$ cat config.mk
export PLATFORM = sky130hd
export DESIGN_NAME = freelist_flat
export DESIGN_NICKNAME = d
export VERILOG_FILES = /design/src/rtl/freelist_pkg.sv /design/src/rtl/freelist_if.sv /design/src/rtl/freelist_ptr.sv /design/src/rtl/freelist.sv /design/src/flat_wrapper.sv
export SDC_FILE = /design/constraint.sdc
export NUM_CORES = 1
export LEC_CHECK = 0
export CORE_MARGIN = 2
export CORE_UTILIZATION = 35
export DETAILED_ROUTE_END_ITERATION = 10
export GPL_TIMING_DRIVEN = 0
export PLACE_DENSITY = 0.46
export SLEW_MARGIN = 30
export SYNTH_ARGS = -nofsm -noshare
export SYNTH_HDL_FRONTEND = slang
export SYNTH_SLANG_ARGS = --single-unit
$ cat constraint.sdc
create_clock -name clock -period 23.3 [get_ports clock]
set_input_delay 6.99 -clock clock [delete_from_list [all_inputs] [get_ports clock]]
set_output_delay 6.99 -clock clock [all_outputs]
set_load 0.03 [all_outputs]
$ cat src/rtl/freelist_pkg.sv
// Shared sizing, pointer type and pointer arithmetic helpers for the rename free list.
// The pointer helpers are kept generic enough for the ROB to reuse.
package freelist_pkg;

    localparam int PREG_NUM       = 64;
    localparam int LREG_NUM       = 32;
    localparam int FREELIST_DEPTH = PREG_NUM - LREG_NUM;

    localparam int PREG_W         = $clog2(PREG_NUM);
    localparam int FREELIST_IDX_W = $clog2(FREELIST_DEPTH);

    typedef logic [PREG_W-1:0]         preg_t;
    typedef logic [FREELIST_IDX_W-1:0] fl_idx_t;
    typedef logic [FREELIST_IDX_W:0]   fl_count_t;

    // The wrap bit distinguishes a full queue from an empty one when the indices are equal.
    typedef struct packed {
        logic    wrap;
        fl_idx_t idx;
    } freelist_ptr_t;

    function automatic freelist_ptr_t ptr_add(input freelist_ptr_t p, input logic [1:0] n);
        logic [FREELIST_IDX_W:0] s;
        s = p + {{(FREELIST_IDX_W-1){1'b0}}, n};
        return s;
    endfunction

    // Occupancy between two pointers, modulo twice the depth.
    function automatic fl_count_t ptr_dist(input freelist_ptr_t a, input freelist_ptr_t b);
        return {a.wrap, a.idx} - {b.wrap, b.idx};
    endfunction

endpackage

$ cat src/rtl/freelist_if.sv
// Rename/commit/flush bundle of the physical-register free list.
// master = pipeline side (rename + commit), slave = the free list itself.
interface freelist_if;
    import freelist_pkg::*;

    logic      instr0_freelist_req;
    preg_t     instr0_freelist_resp;
    logic      instr1_freelist_req;
    preg_t     instr1_freelist_resp;
    logic      freelist_can_alloc;
    logic      commit0_valid;
    preg_t     commit0_old_prd;
    logic      commit1_valid;
    preg_t     commit1_old_prd;
    logic      flush_valid;
    fl_count_t freelist_count;

    modport master (
        output instr0_freelist_req,
        output instr1_freelist_req,
        output commit0_valid,
        output commit0_old_prd,
        output commit1_valid,
        output commit1_old_prd,
        output flush_valid,
        input  instr0_freelist_resp,
        input  instr1_freelist_resp,
        input  freelist_can_alloc,
        input  freelist_count
    );

    modport slave (
        input  instr0_freelist_req,
        input  instr1_freelist_req,
        input  commit0_valid,
        input  commit0_old_prd,
        input  commit1_valid,
        input  commit1_old_prd,
        input  flush_valid,
        output instr0_freelist_resp,
        output instr1_freelist_resp,
        output freelist_can_alloc,
        output freelist_count
    );

endinterface

$ cat src/rtl/freelist_ptr.sv
// Circular queue pointer (index plus wrap bit) advancing by 0..2 per cycle,
// with a one-cycle load used for rewinding.
module freelist_ptr #(
    parameter int               PTR_W   = 6,
    parameter logic [PTR_W-1:0] RST_VAL = '0
) (
    input  logic             clock,
    input  logic             reset,
    input  logic [1:0]       inc,
    input  logic             load,
    input  logic [PTR_W-1:0] load_val,
    output logic [PTR_W-1:0] q
);

    always_ff @(posedge clock or posedge reset) begin
        if (reset) begin
            q <= RST_VAL;
        end else if (load) begin
            q <= load_val;
        end else begin
            q <= q + PTR_W'(inc);
        end
    end

endmodule

$ cat src/rtl/freelist.sv
// Physical-register free list: grants up to two pregs per cycle to rename, takes back
// up to two released pregs per cycle from commit, and rewinds speculative grants on flush.
module freelist #(
    parameter int PREG_NUM = freelist_pkg::PREG_NUM,
    parameter int LREG_NUM = freelist_pkg::LREG_NUM,
    parameter int DEPTH    = freelist_pkg::FREELIST_DEPTH
) (
    input  logic      clock,
    input  logic      reset,
    freelist_if.slave fl
);
    import freelist_pkg::*;

    localparam int PREG_W_L = $clog2(PREG_NUM);
    localparam int PTR_W    = FREELIST_IDX_W + 1;

    logic [PREG_W_L-1:0] entry_q [DEPTH];

    freelist_ptr_t head_q;
    freelist_ptr_t arch_head_q;
    freelist_ptr_t arch_head_next;
    freelist_ptr_t tail_q;

    logic       req0;
    logic       req1;
    logic       v0;
    logic       v1;
    logic       flush;
    logic [1:0] n_alloc;
    logic [1:0] n_free;
    fl_idx_t    head_idx1;
    fl_idx_t    tail_idx1;
    fl_count_t  count;

    assign req0  = fl.instr0_freelist_req;
    assign req1  = fl.instr1_freelist_req;
    assign v0    = fl.commit0_valid;
    assign v1    = fl.commit1_valid;
    assign flush = fl.flush_valid;

    assign n_alloc = {1'b0, req0} + {1'b0, req1};
    assign n_free  = {1'b0, v0} + {1'b0, v1};

    assign head_idx1 = head_q.idx + fl_idx_t'(1);
    assign tail_idx1 = tail_q.idx + fl_idx_t'(1);

    // Grants are read straight from the current head; frees written this cycle
    // only become visible after the edge.
    assign count                   = ptr_dist(tail_q, head_q);
    assign fl.freelist_count       = count;
    assign fl.freelist_can_alloc   = (count >= fl_count_t'(2));
    assign fl.instr0_freelist_resp = entry_q[head_q.idx];
    assign fl.instr1_freelist_resp = req0 ? entry_q[head_idx1] : entry_q[head_q.idx];

    // A flush rewinds to the committed allocation point, including any commits
    // retiring in the same cycle.
    assign arch_head_next = ptr_add(arch_head_q, n_free);

    freelist_ptr #(
        .PTR_W   (PTR_W),
        .RST_VAL ('0)
    ) u_head (
        .clock    (clock),
        .reset    (reset),
        .inc      (n_alloc),
        .load     (flush),
        .load_val (arch_head_next),
        .q        (head_q)
    );

    freelist_ptr #(
        .PTR_W   (PTR_W),
        .RST_VAL ('0)
    ) u_arch_head (
        .clock    (clock),
        .reset    (reset),
        .inc      (n_free),
        .load     (1'b0),
        .load_val ('0),
        .q        (arch_head_q)
    );

    freelist_ptr #(
        .PTR_W   (PTR_W),
        .RST_VAL (PTR_W'(DEPTH))
    ) u_tail (
        .clock    (clock),
        .reset    (reset),
        .inc      (n_free),
        .load     (1'b0),
        .load_val ('0),
        .q        (tail_q)
    );

    // Slot 0 lands at tail, slot 1 behind it; a lone slot 1 lands at tail.
    always_ff @(posedge clock or posedge reset) begin
        if (reset) begin
            for (int i = 0; i < DEPTH; i++) begin
                entry_q[i] <= PREG_W_L'(LREG_NUM + i);
            end
        end else begin
            if (v0) begin
                entry_q[tail_q.idx] <= fl.commit0_old_prd;
            end
            if (v1) begin
                entry_q[v0 ? tail_idx1 : tail_q.idx] <= fl.commit1_old_prd;
            end
        end
    end

    alloc_within_count: assert property (@(posedge clock) disable iff (reset)
        !flush |-> ({{(FREELIST_IDX_W-1){1'b0}}, n_alloc} <= count));

    free_within_depth: assert property (@(posedge clock) disable iff (reset)
        (32'(count) + 32'(n_free)) <= 32'(DEPTH));

endmodule
$ cat src/flat_wrapper.sv
// flat-port wrapper written by rule: the top's interface ports become plain ports
module freelist_flat import freelist_pkg::*;
#(
    parameter int PREG_NUM = freelist_pkg::PREG_NUM,
    parameter int LREG_NUM = freelist_pkg::LREG_NUM,
    parameter int DEPTH    = freelist_pkg::FREELIST_DEPTH
)
  (clock, reset, fl_instr0_freelist_req, fl_instr1_freelist_req, fl_commit0_valid, fl_commit0_old_prd, fl_commit1_valid, fl_commit1_old_prd, fl_flush_valid, fl_instr0_freelist_resp, fl_instr1_freelist_resp, fl_freelist_can_alloc, fl_freelist_count);
  freelist_if fl_i ();
  input  logic clock;
  input  logic reset;
  input wire logic [$bits(fl_i.instr0_freelist_req)-1:0] fl_instr0_freelist_req;
  input wire logic [$bits(fl_i.instr1_freelist_req)-1:0] fl_instr1_freelist_req;
  input wire logic [$bits(fl_i.commit0_valid)-1:0] fl_commit0_valid;
  input wire logic [$bits(fl_i.commit0_old_prd)-1:0] fl_commit0_old_prd;
  input wire logic [$bits(fl_i.commit1_valid)-1:0] fl_commit1_valid;
  input wire logic [$bits(fl_i.commit1_old_prd)-1:0] fl_commit1_old_prd;
  input wire logic [$bits(fl_i.flush_valid)-1:0] fl_flush_valid;
  output wire logic [$bits(fl_i.instr0_freelist_resp)-1:0] fl_instr0_freelist_resp;
  output wire logic [$bits(fl_i.instr1_freelist_resp)-1:0] fl_instr1_freelist_resp;
  output wire logic [$bits(fl_i.freelist_can_alloc)-1:0] fl_freelist_can_alloc;
  output wire logic [$bits(fl_i.freelist_count)-1:0] fl_freelist_count;
  assign fl_i.instr0_freelist_req = fl_instr0_freelist_req;
  assign fl_i.instr1_freelist_req = fl_instr1_freelist_req;
  assign fl_i.commit0_valid = fl_commit0_valid;
  assign fl_i.commit0_old_prd = fl_commit0_old_prd;
  assign fl_i.commit1_valid = fl_commit1_valid;
  assign fl_i.commit1_old_prd = fl_commit1_old_prd;
  assign fl_i.flush_valid = fl_flush_valid;
  assign fl_instr0_freelist_resp = fl_i.instr0_freelist_resp;
  assign fl_instr1_freelist_resp = fl_i.instr1_freelist_resp;
  assign fl_freelist_can_alloc = fl_i.freelist_can_alloc;
  assign fl_freelist_count = fl_i.freelist_count;
  freelist #(.PREG_NUM(PREG_NUM), .LREG_NUM(LREG_NUM), .DEPTH(DEPTH)) u_core (.clock(clock), .reset(reset), .fl(fl_i));
endmodule
Word level (Yosys, flattened, before mapping)

Index checks and enable logic that the tools add are counted.

Add/subtract/negate cells: 8
$lt $le $gt $ge: 7
Multiplexer cells: 17
Bitwise logic cells: 4
Reduce and logical (&&, ||, !) cells: 2

Operators by type and width:

| operator              | number |
|---|---|
| $bwmux W192           | 2 |
| $mux W192             | 2 |
| $bmux W6 S5           | 2 |
| $demux W6 S5          | 2 |
| $mux W6               | 8 |
| $ge A6 B6 Y1 const B  | 4 |
| $not A5 Y6            | 4 |
| $add A6 B2 Y6         | 3 |
| $lt A6 B1 Y1 const B  | 2 |
| $add A5 B1 Y5 const B | 2 |
| $ge A6 B2 Y1 const B  | 1 |
| $sub A6 B6 Y6         | 1 |
| $mux W5               | 1 |
| $add A1 B1 Y2         | 2 |
| $logic_and A1 B1 Y1   | 2 |

Register bits after elaboration: 210
Input port bits: 19
Output and inout port bits: 19
Word-level logic and storage cells: 73

Logic depth before layout (Yosys ltp)

Word-level depth: 9
Gate-level depth with buffers: 11

Modules after synthesis

Synthesis repeated with hierarchy kept, for this count alone.

Cells, all modules: 1305
Area total of the unflattened synthesis: 14281.2 sq um

Modules (own cells, without submodules):

| module                                 | instances | cells each | area an instance (sq um) | seq. area each (sq um) |
|---|---|---|---|---|
| freelist                               | 1         | 1197       | 13206.4                  | 4944.7 |
| freelist_ptr at u_core.u_arch_head ... | 2         | 36         | 357.8                    | 150.1 |
| freelist_ptr at u_core.u_tail          | 1         | 36         | 359.1                    | 151.4 |

Least setup slack after synthesis

OpenSTA, ideal clock, no wires.

Kind: in2out
Start point: in fl_instr0_freelist_req
End point: out fl_instr1_freelist_resp[4]
Arrival: 7.617 ns
Setup slack: 8.693 ns
Cell stages on the path: 3
Buffers on the path: 0
Cell sequence: nand3_1 > o22ai_1 > a211o_1

Word-level cells in the longest chain between the ends: 1

RTL lines:

| what        | line               | RTL |
|---|---|---|
| from (decl) | flat_wrapper.sv:12 | `input wire logic [$bits(fl_i.instr0_freelist_req)-1:0] fl_instr0_freelist_req;` |
| $mux W6     | freelist.sv:53     | `assign fl.instr1_freelist_resp = req0 ? entry_q[head_idx1] : entry_q[head_q.idx];` |
| to (decl)   | flat_wrapper.sv:20 | `output wire logic [$bits(fl_i.instr1_freelist_resp)-1:0] fl_instr1_freelist_resp;` |

No other way between the ends.

Worst setup path in the final report

Start point: in fl_instr0_freelist_req
End point: out fl_instr1_freelist_resp[5]

Same word-level chain as after synthesis.

==> results.json <==
{
  "outcome": "finished clean",
  "setup_viol": 0,
  "fp.dieW_um": 207,
  "die-area_um2": 43000,
  "critPathSlowestCell": "clkdlybuf4s50_1",
  "final-seq-area_um2": 5400,
  "wl_met1_um": 24300,
  "nNetsFinal": 1466,
  "via_per_inst": 5.79,
  "insertion_delay_ps": 570,
  "worst_setup_path_end_kind": "primary output",
  "ys.flop_type": "dfstp_2",
  "grt_antenna_before_repair": 3,
  "track_usage": 0.261,
  "cts_root_buffer": "clkbuf_16",
  "startpoint_type": "primary input",
  "start_util": 0.354,
  "period_needed_ps": 16270,
  "remaining_drc_errors": 0,
  "overflow": 0,
  "multiInputGateArea_um2": 8390,
  "seq_area_frac_synth": 0.373,
  "critical_path.max_fanout": 6,
  "dp_hpwl_um": 41200,
  "wl_per_cell_um": 28.7,
  "skew_ps": 12.4,
  "gp_routability_congestion": 0.951,
  "dp_slack_ps": 7190,
  "yosysWarnings": 0,
  "cts_sinks": 210,
  "netlist-cell-type-count": 65,
  "worstPathArrival_ps": 9280,
  "syn_avg_cell_area_um2": 10.6,
  "cp.required_ps": 16310,
  "grt_setup_unrepaired": "no",
  "routed.top_layer": "met4",
  "wl_met2_um": 25900,
  "hold_class": "flip-flop to flip-flop",
  "ioPinCount": 38,
  "hold_buffers": 0,
  "fin_area_um2": 16500,
  "fmax_mhz": 61.5,
  "coreArea_um2": 40800,
  "drive_above_1_share": 0.294,
  "numCtsBuffers": 28,
  "grt_pass1_vias": 11400,
  "fill_cells": 4062,
  "cp_num_buf_inv": 2,
  "post_cts_buffers": 0,
  "path_common_cell": "clkdlybuf4s50_1",
  "crit_type": "primary input to primary output",
  "drv_cap": 0,
  "setup_ws_ps": 7030,
  "die_h_um": 207,
  "p_per_area_nw_per_um2": 175,
  "drt-initial-drc-count": 1146,
  "num_vias": 11500,
  "async_flop_share": 1.00,
  "final.period_utilization": 0.698,
  "synth_edf_count": 0,
  "ys_seq_elements": 210,
  "setup_tns_ps": 0,
  "drv_slew": 0,
  "grt_pass1_wl_um": 81700,
  "relSlewSlack": 0.318,
  "met3WireLength_um": 4920,
  "htreeDepth": 1,
  "irDropWorstVdd_mv": 0.0969,
  "cts_tree": "yes",
  "path_clk_slew_ps": 50,
  "hold_ws_ps": 459,
  "final_antenna_net_count": 0,
  "dpl_cell_area_um2": 15600,
  "routed_wl_um": 57000,
  "num_rows": 74,
  "drtPass1Iterations": 5,
  "clock_path_buffers": 3,
  "synthesis.area_um2": 14500,
  "cts_resized": 0,
  "syn_nets": 1397,
  "io_buffers": 37,
  "finalHoldViolCount": 0,
  "critical_path.max_stage_delay_ps": 690,
  "p_leak_nw": 6.43,
  "tightest_slew_ps": 1020,
  "crit_chain": "clkdlybuf4s50_1, nand3_1, o22ai_1, a211o_1, clkdlybuf4s50_1",
  "netlist_instances": 1358,
  "final_util": 0.404,
  "crit_family": "buffers and inverters",
  "grt_max_degree": 83,
  "area_growth_pct": 14.0
}
==> cells by family (layout without fill, tap and decap cells) <==
family / count (synthesis) / count (layout) / synth area share
buf+inv: 133 / 224 / 0.0467
simple gates: 306 / 306 / 0.103
mux: 413 / 413 / 0.338
fa+ha+maj: 20 / 20 / 0.0194
xor+xnor: 20 / 20 / 0.0126
other cells: 0 / 1 / 0
flops: 210 / 210 / 0.373
compound gates: 256 / 256 / 0.108
==> per-stage QoR <==
step	total power, W	std cells
after floorplan	0.00183	1358
after global placement	0.00240	1927
after global routing	0.00301	1981
after detailed placement	0.00241	1929
final	0.00288	1982
after CTS	0.00286	1981
==> flip-flops by register name (all words and copies together), names as in the netlist <==
register	flops
u_core.entry_q	192
u_core.u_arch_head.q	6
u_core.u_head.q	6
u_core.u_tail.q	6
==> worst reg2reg max path: cells and delay by family (launching register included) <==
| kind | cells | cell delay, ps |
|---|---|---|
| fa+ha+maj | 1 | 340 |
| flops | 1 | 500 |
| buf+inv | 3 | 680 |
| simple gates | 3 | 790 |
| compound gates | 2 | 650 |
==> synth_stat cells (2+ instances only) <==
library cell	number	area share
nor3_4	3	0.0034
mux2i_1	263	0.18
buf_4	23	0.012
a21oi_1	72	0.025
nor2_1	65	0.017
clkbuf_1	46	0.012
inv_1	21	0.0055
o21ai_2	6	0.0036
fa_1	4	0.0055
a22oi_1	29	0.015
nor3b_1	3	0.0016
a211oi_1	5	0.0026
ha_1	16	0.014
o21ai_1	26	0.0090
mux2_4	6	0.0062
nand3_1	14	0.0048
nor2b_1	7	0.0030
mux4_2	48	0.075
nor2_4	4	0.0031
dfstp_2	113	0.21
mux2_2	93	0.072
and2_1	3	0.0013
or3_1	3	0.0013
nor3_1	6	0.0021
nor2_2	25	0.011
xor2_1	6	0.0036
or2_1	2	0.00087
o21ai_0	71	0.025
dfrtp_1	97	0.17
and2b_1	2	0.0010
o22ai_1	20	0.0087
a22o_1	5	0.0030
nand2_2	4	0.0017
buf_2	36	0.012
nand2_1	139	0.036
nand3b_1	5	0.0026
xnor2_1	13	0.0079
nor3b_2	3	0.0026
nand2b_1	8	0.0035
buf_6	6	0.0047
mux2_1	3	0.0023
a211o_1	11	0.0067
==> layer usage <==
layer / track usage / vias up
met5: 0 / -
met4: 0.0837 / 0
met3: 0.0579 / 105
met2: 0.411 / 491
met1: 0.358 / 5805
li1: - / 5074
==> power by group <==
group          leakage (nW)  switching (W)  internal (W)  total (W)
clock                 0.453       0.000177      0.000261   0.000438
combinational          3.60       0.000956      0.000709    0.00167
sequential             2.37       0.000167      0.000609   0.000776
total                  6.43        0.00130       0.00158    0.00288
==> final timing paths <==
kind | from | endpoint | slack [ps] | cells past startpoint
min in group asynchronous | reset | u_core.u_head.q[5]$_DFF_PP0_ | 6870 | 2
max | fl_instr0_freelist_req | fl_instr1_freelist_resp[5] | 7030 | 5
max reg2reg | u_core.u_tail.q[1]$_DFF_PP0_ | u_core.entry_q[69]$_DFF_PP0_ | 20230 | 9
min reg2reg | u_core.u_arch_head.q[5]$_DFF_PP0_ | u_core.u_arch_head.q[5]$_DFF_PP0_ | 460 | 1
max in group asynchronous | reset | u_core.entry_q[167]$_DFF_PP1_ | 15550 | 3
min | u_core.u_arch_head.q[5]$_DFF_PP0_ | u_core.u_arch_head.q[5]$_DFF_PP0_ | 460 | 1
==> layout by cell type (no fill, tap or decap), types with 5 or more instances in the layout <==
master	count
inv_1	20
buf_6	6
nand3b_1	5
a22o_1	5
mux4_2	48
nor2_1	65
xnor2_1	13
a211oi_1	5
clkinv_2	5
dfrtp_1	97
nor2b_1	7
dfstp_2	113
a22oi_1	29
clkdlybuf4s50_1	37
clkbuf_8	7
ha_1	16
a211o_1	11
nand2b_1	8
o21ai_0	71
nand3_1	14
clkbuf_1	56
o22ai_1	20
clkbuf_16	29
buf_4	23
nor2_2	25
nand2_1	139
mux2i_1	263
o21ai_2	6
a21oi_1	72
o21ai_1	26
nor3_1	6
mux2_4	6
buf_2	36
mux2_2	93
xor2_1	6
==> area by class of cell <==
type	count	area share
Antenna cell	1	0.000152
Buffer	112	0.0362
Clock buffer	46	0.0522
Clock inverter	6	0.00334
Inverter	21	0.00524
Multi-Input combinational cell	1015	0.509
Sequential cell	210	0.327
Tap cell	532	0.0404
Timing Repair Buffer	39	0.0258
Power figures use the tool's default switching activity.
